==> src/rtl/spi_ctrl_pkg.sv <==
// rtl/spi_ctrl_pkg.sv - shared frame layout, command codes and FSM states for the SPI frame controller
package spi_ctrl_pkg;

  localparam int CMD_MSB  = 31;
  localparam int CMD_LSB  = 28;
  localparam int ADDR_MSB = 27;
  localparam int ADDR_LSB = 24;
  localparam int DATA_MSB = 23;
  localparam int DATA_LSB = 0;

  typedef enum logic [CMD_MSB-CMD_LSB:0] {
    CMD_WRITE  = 4'h1,
    CMD_COMMIT = 4'h2
  } cmd_e;

  typedef enum logic [1:0] {
    ST_IDLE,
    ST_DECODE,
    ST_WRITE,
    ST_COMMIT
  } state_e;

  typedef struct packed {
    cmd_e                           cmd;
    logic [ADDR_MSB-ADDR_LSB:0]     addr;
    logic [DATA_MSB-DATA_LSB:0]     data;
  } frame_t;

endpackage

==> src/rtl/spi_frame_shifter.sv <==
// rtl/spi_frame_shifter.sv - MSB-first bit assembler with abort and optional idle timeout
// Idle timeout is built only when SPI_FRAME_TIMEOUT_EN is defined.
module spi_frame_shifter #(
  parameter int FRAME_WIDTH    = 32,
  parameter int TIMEOUT_CYCLES = 1024
) (
  input  logic                   clk,
  input  logic                   reset,
  input  logic                   i_bit,
  input  logic                   i_bit_en,
  input  logic                   i_abort,
  output logic                   o_word_valid,
  output logic [FRAME_WIDTH-1:0] o_word,
  output logic                   o_partial,
  output logic                   o_error
);

  localparam int CNT_W = $clog2(FRAME_WIDTH);
  localparam logic [CNT_W-1:0] LAST_BIT = CNT_W'(FRAME_WIDTH - 1);

  logic [FRAME_WIDTH-2:0] r_shift;
  logic [CNT_W-1:0]       r_count;
  logic [FRAME_WIDTH-1:0] w_next;
  logic                   w_timeout;
  logic                   w_drop;

`ifdef SPI_FRAME_TIMEOUT_EN
  localparam int TMO_W = $clog2(TIMEOUT_CYCLES + 1);
  logic [TMO_W-1:0] r_tmo;

  // Counts idle cycles only while a frame is partially received.
  always_ff @(posedge clk) begin
    if (reset || i_bit_en || i_abort || w_timeout || (r_count == '0)) r_tmo <= '0;
    else                                                               r_tmo <= r_tmo + 1'b1;
  end

  assign w_timeout = (r_count != '0) && !i_bit_en && (r_tmo == TMO_W'(TIMEOUT_CYCLES - 1));
`else
  if (TIMEOUT_CYCLES < 1) begin : g_tmo_range
  end
  assign w_timeout = 1'b0;
`endif

  assign w_drop       = i_abort || w_timeout;
  assign w_next       = {r_shift, i_bit};
  assign o_word       = w_next;
  assign o_word_valid = i_bit_en && !w_drop && (r_count == LAST_BIT);
  assign o_partial    = (r_count != '0);
  assign o_error      = w_drop && (r_count != '0);

  always_ff @(posedge clk) begin
    if (reset || w_drop) begin
      r_shift <= '0;
      r_count <= '0;
    end else if (i_bit_en) begin
      r_shift <= w_next[FRAME_WIDTH-2:0];
      r_count <= (r_count == LAST_BIT) ? '0 : r_count + 1'b1;
    end
  end

endmodule

==> src/rtl/spi_frame_controller.sv <==
// rtl/spi_frame_controller.sv - decodes SPI frames into config-bus writes and commit pulses
// Optional idle timeout of partial frames: define SPI_FRAME_TIMEOUT_EN.
module spi_frame_controller
  import spi_ctrl_pkg::*;
#(
  parameter int FRAME_WIDTH    = 32,
  parameter int ADDR_WIDTH     = 4,
  parameter int DATA_WIDTH     = 24,
  parameter int TIMEOUT_CYCLES = 1024
) (
  input  logic                  clk,
  input  logic                  reset,
  input  logic                  serialOut,
  input  logic                  serialEn,
  input  logic                  frameAbort,
  output logic [ADDR_WIDTH-1:0] cfgAddr,
  output logic [DATA_WIDTH-1:0] cfgData,
  output logic                  cfgValid,
  input  logic                  cfgReady,
  output logic                  commitPulse,
  output logic                  busy,
  output logic [7:0]            errorCount
);

  logic                   w_word_valid;
  logic [FRAME_WIDTH-1:0] w_word;
  logic                   w_partial;
  logic                   w_shift_err;
  logic                   w_overrun;
  logic                   w_bad_cmd;
  logic                   w_err;

  frame_t                 r_hold;
  logic                   r_hold_valid;
  state_e                 r_state;
  logic [ADDR_WIDTH-1:0]  r_cfg_addr;
  logic [DATA_WIDTH-1:0]  r_cfg_data;
  logic                   r_cfg_valid;
  logic                   r_commit;
  logic [7:0]             r_err_cnt;

  spi_frame_shifter #(
    .FRAME_WIDTH   (FRAME_WIDTH),
    .TIMEOUT_CYCLES(TIMEOUT_CYCLES)
  ) u_shifter (
    .clk         (clk),
    .reset       (reset),
    .i_bit       (serialOut),
    .i_bit_en    (serialEn),
    .i_abort     (frameAbort),
    .o_word_valid(w_word_valid),
    .o_word      (w_word),
    .o_partial   (w_partial),
    .o_error     (w_shift_err)
  );

  assign w_overrun = w_word_valid && r_hold_valid;
  assign w_bad_cmd = (r_state == ST_DECODE) && (r_hold.cmd != CMD_WRITE) && (r_hold.cmd != CMD_COMMIT);
  // Simultaneous error sources collapse into a single increment.
  assign w_err     = w_shift_err || w_overrun || w_bad_cmd;

  always_ff @(posedge clk) begin
    if (reset) begin
      r_hold       <= '0;
      r_hold_valid <= 1'b0;
      r_state      <= ST_IDLE;
      r_cfg_addr   <= '0;
      r_cfg_data   <= '0;
      r_cfg_valid  <= 1'b0;
      r_commit     <= 1'b0;
      r_err_cnt    <= '0;
    end else begin
      if (w_err && (r_err_cnt != 8'hFF)) r_err_cnt <= r_err_cnt + 8'd1;

      if (w_word_valid && !r_hold_valid) begin
        r_hold       <= frame_t'(w_word);
        r_hold_valid <= 1'b1;
      end

      case (r_state)
        ST_IDLE: begin
          if (r_hold_valid) r_state <= ST_DECODE;
        end
        ST_DECODE: begin
          case (r_hold.cmd)
            CMD_WRITE: begin
              r_cfg_addr  <= r_hold.addr;
              r_cfg_data  <= r_hold.data;
              r_cfg_valid <= 1'b1;
              r_state     <= ST_WRITE;
            end
            CMD_COMMIT: begin
              r_commit <= 1'b1;
              r_state  <= ST_COMMIT;
            end
            default: begin
              r_hold_valid <= 1'b0;
              r_state      <= ST_IDLE;
            end
          endcase
        end
        ST_WRITE: begin
          if (cfgReady) begin
            r_cfg_valid  <= 1'b0;
            r_hold_valid <= 1'b0;
            r_state      <= ST_IDLE;
          end
        end
        ST_COMMIT: begin
          r_commit     <= 1'b0;
          r_hold_valid <= 1'b0;
          r_state      <= ST_IDLE;
        end
      endcase
    end
  end

  assign cfgAddr     = r_cfg_addr;
  assign cfgData     = r_cfg_data;
  assign cfgValid    = r_cfg_valid;
  assign commitPulse = r_commit;
  assign errorCount  = r_err_cnt;
  assign busy        = w_partial || r_hold_valid || (r_state != ST_IDLE);

endmodule

==> config.mk <==
export PLATFORM = sky130hd
export DESIGN_NAME = spi_frame_controller
export DESIGN_NICKNAME = d
export VERILOG_FILES = /design/src/rtl/spi_ctrl_pkg.sv /design/src/rtl/spi_frame_shifter.sv /design/src/rtl/spi_frame_controller.sv
export SDC_FILE = /design/constraint.sdc
export NUM_CORES = 1
export LEC_CHECK = 0
export BUFFER_PORTS_ARGS = -buffer_cell sky130_fd_sc_hd__buf_2
export CAP_MARGIN = 25
export CORE_ASPECT_RATIO = 2
export CORE_UTILIZATION = 40
export CTS_BUF_LIST = sky130_fd_sc_hd__clkbuf_4
export DETAILED_ROUTE_END_ITERATION = 12
export GPL_TIMING_DRIVEN = 0
export SYNTH_ARGS = -nofsm -noshare
export SYNTH_HDL_FRONTEND = slang
export SYNTH_SLANG_ARGS = --single-unit
==> constraint.sdc <==
create_clock -name clk -period 2.8 [get_ports clk]
set_clock_uncertainty 0.2 [all_clocks]
set_input_delay 0.7 -clock clk [delete_from_list [all_inputs] [get_ports clk]]
set_output_delay 0.7 -clock clk [all_outputs]
set_load 0.005 [all_outputs]
==> reports/qor.yml, run 1 <==
cts_buffer_depth: 2
maxCapViolations: 0
first_iter_violations: 176
synth_edf_count: 0
row_count: 52
worstPathRequired_ns: 1.90
critPathMaxFanout: 2
crit_family: "simple AND/OR/NAND/NOR gates"
fmax_mhz: 339
synth_commonest_cells: "nand2_1 (126), dfxtp_1 (109), a21oi_1 (66), nor2_1 (44), mux2i_1 (34)"
setup_violations: 1
grt_pass1_vias: 3069
use_met3: 0.0388
drive_above_1_share: 0.168
yosysTopAreaCellShare: 0.530
final_nets: 534
worst_setup_path_start_kind: "flop"
synth_ff_type: "dfxtp_1"
clock-sinks: 109
status: "complete, but fails checks"
syn_area_um2: 4120
finalWirelength_um: 8470
tightest_slew_ns: 0.687
cp-end-kind: "output pin"
insertion_delay_ns: 0.46
ir_worst_vdd_mv: 0.263
initial_core_util: 0.409
wl_per_cell_um: 12.7
cp_slowest_cell: "or4b_4"
vias_per_cell: 4.78
use_met2: 0.301
overflow: 0
yosysSeqAreaShare: 0.530
multiInputGateArea_um2: 1800
layout_min_cycle_time_ns: 2.95
die_x_um: 73.8
antenna_found_initial: 1
core_area_um2: 10100
avgSynthCellArea_um2: 8.84
finalWorstSetupSlack_ns: -0.152
path_clk_slew_ns: 0.16
cpPeakStageDelay_ns: 0.48
regArea_um2: 2180
yosys_warnings: 0
syn_nets: 476
grt.total_usage: 0.172
htree_levels: 3
synthCells: 466
place_ws_ns: 0.281
dieHeight_um: 146
rsz0062_at_grt: "yes"
hp-class: "reg2reg"
r2r_slack_ns: 0.26
async_flop_share: 0
synth.area.top_cells: "dfxtp_1 (53%), nand2_1 (11%), mux2i_1 (8.3%), a21oi_1 (8.0%), nor2_1 (4.0%)"
path_cells: "inv_1 > ha_1 > or4b_4 > or4_4 > buf_6"
finalPower_w: 0.00242
num-fill-cells: 1054
place_hpwl_um: 6220
synthDistinctLibCells: 43
cts_buffers: 9
grt_pass1_wl_um: 14200
violations: "negative setup slack"
io_pins: 45
die-area_um2: 10700
io_buffers: 44
firstDrtPassIters: 6
area_delta_synth_final_pct: 13.7
synth.most_common_cell: "nand2_1"
grt-busiest-layer: "met2"
place.gp.congestion: 0.761
clock-root-buffer: "clkbuf_4"
synth_top_area_cell: "dfxtp_1"
power_leakage_nw: 1.81
ys_ff_latch: 109
path_buf_inv: 2
grtUsageMet1: 0.189
drv_slew: 0
arrival_ns: 2.05
cts_tree: "built"
dp_cells: 645
p_per_area_nw_per_um2: 517
grt_start_max_net_pins: 18
ant_nets: 0
stdcell_count: 665
min_period_over_period: 1.05
relSlewSlack: 0.542
drc: 0
hold_violations: 0
critical_path_class: "reg2out"
vias: 3176
state kept, by name, summed over array words and instances, names as in the netlist:
register           count
cfgAddr                4
cfgData               24
cfgValid               1
commitPulse            1
errorCount             8
r_hold                32
r_hold_valid           1
r_state                2
u_shifter.r_count      5
u_shifter.r_shift     31
worst reg2reg max path: cells and delay by family, from the launching register on:
family	cells	cell delay, ns
AO/OA/AOI/OAI	2	0.37
adder cells (fa/ha/maj)	2	0.47
buffers and inverters	1	0.12
flip-flops	1	0.37
multiplexers	1	0.32
AND/OR/NAND/NOR	3	0.60
path summary, 6_finish.rpt:
kind,end,cells past startpoint,startpoint
worst max-delay path,busy,5,u_shifter.r_count[1]
worst min-delay path,cfgData[16],2,r_hold[16]
worst max register to register,errorCount[5],9,u_shifter.r_count[0]
worst min register to register,cfgData[16],2,r_hold[16]
layout make-up:
cell class / instances / area share
Timing Repair Buffer: 47 / 0.0532
Tap cell: 135 / 0.0361
Antenna cell: 1 / 0.000534
Clock buffer: 10 / 0.0160
Inverter: 4 / 0.00321
Buffer: 29 / 0.0275
Clock inverter: 6 / 0.0134
Sequential cell: 109 / 0.466
Multi-Input combinational cell: 324 / 0.384
layout by cell type (no fill, tap or decap), types with 3 or more instances in the layout:
| cell | Yosys | layout |
|---|---|---|
| nand3b_1 | 3 | 3 |
| clkbuf_1 | 15 | 15 |
| inv_1 | 3 | 3 |
| a21oi_1 | 66 | 66 |
| nor2b_1 | 4 | 4 |
| ha_1 | 4 | 4 |
| nand2_1 | 126 | 126 |
| xnor2_1 | 3 | 3 |
| nand3_1 | 4 | 4 |
| clkbuf_4 | 0 | 10 |
| a211oi_1 | 3 | 3 |
| and3_2 | 3 | 3 |
| mux2i_1 | 34 | 34 |
| buf_1 | 3 | 3 |
| dfxtp_1 | 109 | 107 |
| buf_2 | 10 | 53 |
| nor2_1 | 44 | 44 |
| buf_4 | 0 | 3 |
repair_timing:
| action | 4_1_cts | 5_1_grt |
|---|---|---|
| endpoints found under the setup margin | 1 | 1 |
| gates resized for setup | 3 | 1 |
| gates cloned | 0 | 0 |
| hold buffers | 0 | 0 |
| buffers inserted | 3 | 0 |
metal layers:
metal | share of wire | vias to the layer above
met4 | 0.017 | 0
met5 | 0 | -
li1 | - | 1658
met3 | 0.031 | 8
met2 | 0.53 | 49
met1 | 0.42 | 1461
where the power goes:
| part | internal, W | switching, W |
|---|---|---|
| sequential | 0.00155 | 0.00000214 |
| combinational | 0.0000316 | 0.0000544 |
| clock | 0.000282 | 0.000495 |
| total | 0.00187 | 0.000552 |
cell families after synthesis:
group           count (synthesis)  share of synthesized area
simple gates                  199                      0.210
fa+ha+maj                       4                     0.0121
buf+inv                        33                     0.0349
xor+xnor                        3                    0.00638
flops                         109                      0.530
mux                            35                     0.0853
compound gates                 83                      0.121
metrics by stage:
| stage | hold WS (ns) | instance area [um2] | TNS, ns | utilization |
|---|---|---|---|---|
| 2_1_floorplan | 0.231 | 4120 | 0 | - |
| 3_3_place_gp | 0.240 | 4510 | 0 | 0.447 |
| 3_5_place_dp | 0.245 | 4510 | 0 | 0.447 |
| 4_1_cts | 0.252 | 4680 | -0.191 | 0.464 |
| 5_1_grt | 0.271 | 4680 | -0.253 | 0.465 |
| 6_report | 0.255 | 4680 | -0.152 | 0.465 |
Power figures use the tool's default switching activity.
==> inputs of run 2 (changes only) <==
ABC_AREA = 1   (was not set)
CORE_UTILIZATION = 60   (was 40)
PLACE_DENSITY = 0.81   (was not set)
==> reports/qor.yml, run 2 <==
grt_pass1_vias: 3267
final_nets: 595
status: "finished clean"
dieHeight_um: 120
synth_ff_type: "dfxtp_1"
grt.total_usage: 0.262
maxCapViolations: 0
ys_ff_latch: 109
hp-class: "reg2reg"
overflow: 0
synth.area.top_cells: "dfxtp_1 (53%), a21oi_1 (9.0%), o21ai_0 (7.8%), nor2_1 (6.7%), nand2_1 (6.3%)"
initial_core_util: 0.623
cts_buffer_depth: 2
vias_per_cell: 5.21
finalSetupTns_ns: 0
area_delta_synth_final_pct: 11.4
place.gp.congestion: 0.819
rsz0062_at_grt: "no"
die-area_um2: 7280
finalWirelength_um: 8800
min_period_over_period: 0.853
layout_min_cycle_time_ns: 2.39
critPathMaxFanout: 4
postCtsResizedCells: 0
regMostFlops: "r_hold"
largest_reg_flops: 32
drc: 0
die_x_um: 60.8
async_flop_share: 0
setup_violations: 0
io_buffers: 44
synth_commonest_cells: "dfxtp_1 (109), a21oi_1 (75), nor2_1 (74), nand2_1 (70), o21ai_0 (65)"
yosys_warnings: 0
cts_setup_buffers: 0
mostFrequentLayoutCells: "dfxtp_1 (109), a21oi_1 (75), nor2_1 (74), nand2_1 (70), o21ai_0 (65)"
clock-sinks: 109
ir_worst_vdd_mv: 0.623
regArea_um2: 2180
stdcell_count: 679
hold_violations: 0
internal-power_w: 0.00187
clock-root-buffer: "clkbuf_4"
arrival_ns: 1.49
firstDrtPassIters: 4
power_leakage_nw: 1.97
tightest_slew_ns: 0.415
syn_nets: 540
cts_tree: "built"
synthDistinctLibCells: 25
htree_levels: 3
insertion_delay_ns: 0.46
path_clk_slew_ns: 0.16
final_common_cell: "dfxtp_1"
p_comb_frac: 0.041
antenna_found_initial: 1
postCtsHoldBufs: 0
relSlewSlack: 0.724
dp_cells: 662
synth_top_area_cell: "dfxtp_1"
grt_pass1_wl_um: 14200
yosysSeqAreaShare: 0.525
critical_path_class: "reg2out"
p_sw_frac: 0.241
ant_nets: 0
seqPwrFrac: 0.638
synth.most_common_cell: "dfxtp_1"
clockPowerShare: 0.321
multiInputGateArea_um2: 1600
synthCells: 530
first_iter_violations: 154
switching_power_w: 0.000593
syn_area_um2: 4160
worst_setup_path_start_kind: "flop"
wl_per_cell_um: 13.0
yosysTopAreaCellShare: 0.525
drive_above_1_share: 0.158
row_count: 42
worstPathRequired_ns: 1.90
fmax_mhz: 419
p_per_area_nw_per_um2: 532
drv_slew: 0
num-fill-cells: 589
cts_buffers: 9
avgSynthCellArea_um2: 7.84
core_area_um2: 6670
synth_edf_count: 0
vias: 3537
io_pins: 45
cp-end-kind: "output pin"
place_hpwl_um: 6530
grt_start_max_net_pins: 19
-- run 2: changes by cell type after synthesis, sizes merged, moves of 3 or more --
| cell | change |
|---|---|
| inv | +55 |
| xnor2 | -3 |
| and3 | -3 |
| nor2 | +35 |
| nand3 | +12 |
| a21oi | +8 |
| nand2 | -56 |
| nor3 | +5 |
| o21ai | +70 |
| nor2b | -4 |
| mux2i | -34 |
| nand3b | -3 |
-- run 2: per-layer routing --
metal / vias up / wire (um) / GRT usage
li1: 1821 / - / -
met1: 1635 / 3470 / 0.275
met2: 64 / 4840 / 0.469
met3: 17 / 236 / 0.0560
met4: 0 / 250 / 0.125
met5: - / 0 / 0
-- run 2: metrics by stage --
stage                     setup WS, ns  total power, W  cell area, um2  hold slack, ns  utilization
final                            0.411         0.00246            4630           0.252        0.694
after global routing             0.287         0.00255            4630           0.254        0.694
after CTS                        0.362         0.00247            4630           0.244        0.693
after detailed placement         0.684         0.00170            4490           0.234        0.672
after global placement           0.721         0.00170            4490           0.230        0.672
after floorplan                  0.988         0.00167            4160           0.240            -
-- run 2: cell type report --
| cell class | count | share of cell area |
|---|---|---|
| Buffer | 29 | 0.0327 |
| Clock buffer | 9 | 0.0146 |
| Inverter | 59 | 0.0478 |
| Sequential cell | 109 | 0.471 |
| Tap cell | 88 | 0.0238 |
| Antenna cell | 1 | 0.000541 |
| Multi-Input combinational cell | 333 | 0.346 |
| Clock inverter | 7 | 0.0159 |
| Timing Repair Buffer | 44 | 0.0476 |
-- run 2: kinds of logic after synthesis --
logic type / Yosys count / share of synthesized area
compound gates: 154 / 0.189
fa+ha+maj: 4 / 0.0120
flops: 109 / 0.525
simple gates: 175 / 0.184
buf+inv: 88 / 0.0897
-- run 2: path summary, 6_finish.rpt --
| check | depth (start not counted) | from | slack [ns] | endpoint |
|---|---|---|---|---|
| setup / recovery | 5 | r_state[1] | 0.41 | busy |
| hold / removal | 2 | cfgAddr[3] | 0.25 | cfgAddr[3] |
| setup reg to reg | 10 | u_shifter.r_count[0] | 0.63 | r_hold[10] |
| hold reg to reg | 2 | cfgAddr[3] | 0.25 | cfgAddr[3] |
-- run 2: power groups by stage --
stage	registers, W	logic [W]	clock network (W)
floorplan	0.00160	0.0000684	0
global placement	0.00160	0.0000992	0
finish	0.00157	0.000102	0.000790
detailed placement	0.00160	0.000102	0
CTS	0.00157	0.000102	0.000803
global route	0.00157	0.000116	0.000863
-- run 2: worst max-delay path, cell delays in order (launching register included) --
cell     delay (ns)
dfxtp_1        0.38
nor2_1         0.11
inv_1          0.07
nor2_1         0.21
nand4_1        0.12
buf_2          0.14
